`config.mk`:
```
export PLATFORM = sky130hd
export DESIGN_NAME = seg_scan_ctrl
export DESIGN_NICKNAME = d
export VERILOG_FILES = /design/src/rtl/seg_scan_ctrl.sv
export SDC_FILE = /design/constraint.sdc
export NUM_CORES = 1
export LEC_CHECK = 0
export CAP_MARGIN = 30
export CORE_MARGIN = 3
export CORE_UTILIZATION = 51
export DETAILED_ROUTE_END_ITERATION = 7
export PLACE_DENSITY_LB_ADDON = 0.3
export SLEW_MARGIN = 20
export SYNTH_ARGS = -nofsm -noshare
export SYNTH_HDL_FRONTEND = slang
export SYNTH_SLANG_ARGS = --single-unit
```
`constraint.sdc`:
```
create_clock -name clk -period 2.1 [get_ports clk]
set_input_delay 0.42 -clock clk [delete_from_list [all_inputs] [get_ports clk]]
set_output_delay 0.42 -clock clk [all_outputs]
set_load 0.01 [all_outputs]
```
`src/rtl/seg_scan_ctrl.sv`:
```
// Time-multiplexed scan controller for NUM_DIGITS common-anode digits sharing one
// seven_seg decoder; double-buffered frames applied only at frame boundaries.
module seg_scan_ctrl #(
    parameter int unsigned NUM_DIGITS = 4,
    parameter int unsigned DIV        = 1000,
    parameter int unsigned BLANK_CYC  = 2
) (
    input  logic                      clk,
    input  logic                      rst_n,
    input  logic                      enable,
    input  logic                      load,
    input  logic [3*NUM_DIGITS-1:0]   digits_in,
    output logic [2:0]                dec_in,
    output logic [NUM_DIGITS-1:0]     an,
    output logic                      frame_done,
    output logic                      load_ack
);

    localparam int unsigned CNT_MAX = (DIV > BLANK_CYC) ? DIV : BLANK_CYC;
    localparam int unsigned CW      = $clog2(CNT_MAX + 1);
    localparam int unsigned IW      = $clog2(NUM_DIGITS);
    localparam bit          HAS_BLANK = (BLANK_CYC != 0);

    localparam logic [CW-1:0]         DIV_LAST   = CW'(DIV - 1);
    localparam logic [CW-1:0]         BLANK_LAST = CW'(HAS_BLANK ? BLANK_CYC - 1 : 0);
    localparam logic [IW-1:0]         IDX_LAST   = IW'(NUM_DIGITS - 1);
    localparam logic [NUM_DIGITS-1:0] DIGIT0     = NUM_DIGITS'(1);

    typedef enum logic [1:0] {
        IDLE,
        BLANK,
        SHOW
    } state_t;

    state_t                       state, state_nxt;
    logic [IW-1:0]                idx, idx_nxt;
    logic [CW-1:0]                cnt, cnt_nxt;
    logic                         boundary;

    logic [NUM_DIGITS-1:0][2:0]   active;
    logic [NUM_DIGITS-1:0][2:0]   shadow;
    logic                         pending;
    logic                         frame_evt;
    logic                         ack_evt;

    always_ff @(posedge clk or negedge rst_n) begin
        if (!rst_n) begin
            state <= IDLE;
            idx   <= '0;
            cnt   <= '0;
        end else begin
            state <= state_nxt;
            idx   <= idx_nxt;
            cnt   <= cnt_nxt;
        end
    end

    always_comb begin
        state_nxt = state;
        idx_nxt   = idx;
        cnt_nxt   = cnt;
        boundary  = 1'b0;
        case (state)
            IDLE: begin
                if (enable) begin
                    state_nxt = HAS_BLANK ? BLANK : SHOW;
                    idx_nxt   = '0;
                    cnt_nxt   = '0;
                end
            end
            BLANK: begin
                if (!enable) begin
                    state_nxt = IDLE;
                    idx_nxt   = '0;
                    cnt_nxt   = '0;
                end else if (cnt == BLANK_LAST) begin
                    state_nxt = SHOW;
                    cnt_nxt   = '0;
                end else begin
                    cnt_nxt = cnt + 1'b1;
                end
            end
            SHOW: begin
                if (!enable) begin
                    state_nxt = IDLE;
                    idx_nxt   = '0;
                    cnt_nxt   = '0;
                end else if (cnt == DIV_LAST) begin
                    state_nxt = HAS_BLANK ? BLANK : SHOW;
                    cnt_nxt   = '0;
                    if (idx == IDX_LAST) begin
                        idx_nxt  = '0;
                        boundary = 1'b1;
                    end else begin
                        idx_nxt = idx + 1'b1;
                    end
                end else begin
                    cnt_nxt = cnt + 1'b1;
                end
            end
            default: begin
                state_nxt = IDLE;
                idx_nxt   = '0;
                cnt_nxt   = '0;
            end
        endcase
    end

    // A load on the boundary cycle wins over any older shadow contents.
    always_ff @(posedge clk or negedge rst_n) begin
        if (!rst_n) begin
            active    <= '0;
            shadow    <= '0;
            pending   <= 1'b0;
            frame_evt <= 1'b0;
            ack_evt   <= 1'b0;
        end else begin
            frame_evt <= boundary;
            ack_evt   <= 1'b0;
            if (state == IDLE) begin
                if (load) begin
                    active  <= digits_in;
                    ack_evt <= 1'b1;
                end
            end else if (boundary) begin
                if (load) begin
                    active  <= digits_in;
                    pending <= 1'b0;
                    ack_evt <= 1'b1;
                end else if (pending) begin
                    active  <= shadow;
                    pending <= 1'b0;
                    ack_evt <= 1'b1;
                end
            end else if (load) begin
                shadow  <= digits_in;
                pending <= 1'b1;
            end
        end
    end

    // Outputs trail the state by one cycle so events line up with new dec_in data.
    always_ff @(posedge clk or negedge rst_n) begin
        if (!rst_n) begin
            an         <= '1;
            dec_in     <= '0;
            frame_done <= 1'b0;
            load_ack   <= 1'b0;
        end else begin
            an         <= '1;
            dec_in     <= '0;
            frame_done <= frame_evt;
            load_ack   <= ack_evt;
            case (state)
                BLANK: dec_in <= active[idx];
                SHOW: begin
                    dec_in <= active[idx];
                    an     <= ~(DIGIT0 << idx);
                end
                default: ;
            endcase
        end
    end

endmodule
```
==> impl_metrics.csv <==
group,metric,value,unit
timing,hold_viol_final,0,
cts,cts_made_buffers,5,
detailed_routing,dr.pass1.iters,4,
cts,cts_sinks,50,
detailed_routing,drt_iter0_markers,84,
logic_synthesis,yosysWarningCount,0,
cts,tritoncts,"built",
logic_synthesis,synth_edf_count,0,
place,place_congestion,0.876,
layout,layout_commonest_cell,"dfrtp_1",
timing,hold_ws,0.127,ns
timing,worst_slew_pin_slew,0.642,ns
worst_setup_path,crit_arrival,2.16,ns
worst_setup_path,worstPathCellList,"or3b_4 -> nor4_4 -> o21ba_2 -> buf_12 -> mux2_2",
layout,antennaDiodeCount,0,
status,status,"finished, final reports clean",
cts,clockRootBuffer,"clkbuf_8",
cts,post_cts_resized,0,
timing,fmax,509,MHz
detailed_routing,routedWlPerCell,15.8,microns
floorplanning,die_area,5750,sq um
power,p_per_area,1220,nW/um^2
timing,period_share,0.935,
timing,fin_worst_skew,0.0103,ns
timing,relSlewSlack,0.572,
layout,utilization,0.666,
cts,cts.path.max_buffers,2,
detailed_routing,drc_errors,0,
layout,nNetsFinal,256,
logic_synthesis,ys.flop_type,"dfrtp_1",
logic_synthesis,synth_cells,193,
power,leakage,1.31,nW
timing,fin_tns_setup,0,ns
timing,drv_slew,0,
detailed_routing,vias,1627,
cts,clkSlewWorstSetupHoldPaths,0.10,ns
worst_setup_path,cp_slowest_stage_delay,0.44,ns
worst_setup_path,crit_required,2.30,ns
cts,clock_latency,0.31,ns
floorplanning,io-pin-count,25,
power,total_power,3.69,mW
layout,final_area,3020,sq um
logic_synthesis,syn-cell-area,2490,sq um
layout,drive_gt1_frac,0.294,
floorplanning,fp.dieH,75.8,microns
power,peakVddDrop,0.000709,V
floorplanning,start_util,0.549,
global_routing,track_usage,0.184,
place,port_buffers,24,
cts,htreeDepth,2,
global_routing,grt-ovfl-total,0,
global_routing,grt_start_max_net_pins,29,
floorplanning,fp.dieW,75.8,microns
worst_setup_path,cp-end-kind,"register",
timing,rsz0062_at_grt,"no",
timing,setup_violations,0,
worst_setup_path,crit_path_start_kind,"register",
hold_path,hold_class,"in -> async",
logic_synthesis,yosysSeqAreaShare,0.505,
worst_setup_path,path_delay_family,"simple AND/OR/NAND/NOR gates",
global_routing,grt_pass1_vias,1715,
logic_synthesis,async_reset_ff_frac,1.00,
logic_synthesis,synth_fp_nets,219,
place,place_area,2910,sq um
logic_synthesis,synth.area.top_cells,"dfrtp_1 (46%), mux2_2 (9.1%), mux2_4 (6.0%)",
cts,cts_setup_buffers,0,
logic_synthesis,synth_top_cell_area_share,0.463,
detailed_routing,finalWirelength,4.68,mm
place,dp_hpwl,3.52,mm
global_routing,antenna_found_initial,0,
logic_synthesis,ys_seq_elements,50,
floorplanning,core_region_area,4530,sq um
logic_synthesis,synth.distinct_cells,41,
cts,cts_hold_buf,0,
detailed_routing,via_per_inst,5.50,
worst_setup_path,slowest_stage,"dfrtp_1",
logic_synthesis,synth_area_per_cell,12.9,sq um
worst_setup_path,cp.buffers_inverters,1,
layout,area_delta_synth_final,21.5,%
worst_setup_path,path_class,"reg -> reg",
detailed_routing,ant_nets,0,
floorplanning,rows,24,
global_routing,grt_pass1_wl,7.85,mm
flow_run,maxCapViolCount,0,
logic_synthesis,yosysTopAreaCell,"dfrtp_1",
layout,layout_common_cells,"dfrtp_1 (46), clkdlybuf4s50_1 (23), mux2_2 (20), nand2_1 (16), buf_4 (12)",
timing,min_period,1.96,ns
worst_setup_path,crit_fanout,13,
-- layout make-up --
class / count / area (sq um)
Fill cell: 325 / 1510
Sequential cell: 50 / 1260
Multi-Input combinational cell: 126 / 1160
Timing Repair Buffer: 39 / 385
Tap cell: 65 / 81.3
Clock buffer: 5 / 68.8
Clock inverter: 3 / 43.8
Inverter: 8 / 30.0
-- metrics by stage --
stage / cells / worst slack [ns]
2_1_floorplan: 193 / 0.122
3_3_place_gp: 288 / 0.0615
3_5_place_dp: 288 / 0.0191
4_1_cts: 296 / 0.146
5_1_grt: 296 / 0.0269
6_report: 296 / 0.136
-- power by group --
group | internal (mW) | leakage [nW] | switching, mW
clock | 0.357 | 0.0585 | 0.331
sequential | 1.29 | 0.616 | 0.171
combinational | 0.885 | 0.637 | 0.656
-- cells in the mapped netlist, types with 2 or more instances --
| library cell | n |
|---|---|
| mux2_1 | 9 |
| mux2_2 | 20 |
| buf_6 | 2 |
| dfstp_2 | 4 |
| o2111ai_1 | 2 |
| mux2_4 | 10 |
| mux4_2 | 3 |
| dfrtp_1 | 46 |
| mux2i_1 | 3 |
| inv_1 | 8 |
| nand2_1 | 16 |
| clkbuf_1 | 4 |
| nor3_1 | 4 |
| ha_1 | 10 |
| nand4_1 | 3 |
| xor2_1 | 2 |
| nor2_1 | 5 |
| and2_1 | 4 |
| and3_1 | 2 |
| o221ai_1 | 5 |
| a21oi_1 | 6 |
| buf_1 | 2 |
| nand3_1 | 3 |
| nand2b_1 | 3 |
-- sequential cells by signal (all words and copies together) (netlist names) --
signal	cells
state	2
an	4
frame_done	1
dec_in	3
idx	2
load_ack	1
active	12
ack_evt	1
cnt	10
shadow	12
pending	1
frame_evt	1
-- cell families (layout without fill, tap and decap cells) --
group / Yosys count / in the layout / share of synthesized area
and+or+nand+nor: 47 / 47 / 0.105
xor gates and xnor gates: 2 / 2 / 0.00704
DFF: 50 / 50 / 0.505
muxes: 45 / 45 / 0.231
buffers and inverters: 17 / 55 / 0.0322
AOI/OAI and AO/OA: 22 / 22 / 0.0699
adders and majority gates: 10 / 10 / 0.0503
-- worst reg2reg max path: cells and delay by family (launching register included) --
family | cells | cell delay (ns)
simple gates | 2 | 0.73
flops | 1 | 0.44
mux | 1 | 0.34
compound gates | 1 | 0.21
buf+inv | 1 | 0.14
-- routing by layer --
layer,share of wire,vias up,global-route usage
met5,0,-,0
met4,0.0041,0,0.0602
met3,0.042,3,0.0501
met2,0.51,33,0.309
met1,0.44,825,0.228
li1,-,766,-
-- path summary, 6_finish.rpt --
kind,from,end,slack [ns],depth (start not counted)
min in group clk,ack_evt,load_ack,0.35,0
min reg2reg,ack_evt,load_ack,0.35,0
max reg2reg,cnt[9],active[10],0.14,5
max,cnt[9],active[10],0.14,5
min,rst_n,state[0],0.13,1
max in group asynchronous,rst_n,active[0],1.43,2
Note: power is estimated with default switching activity, not from simulation.
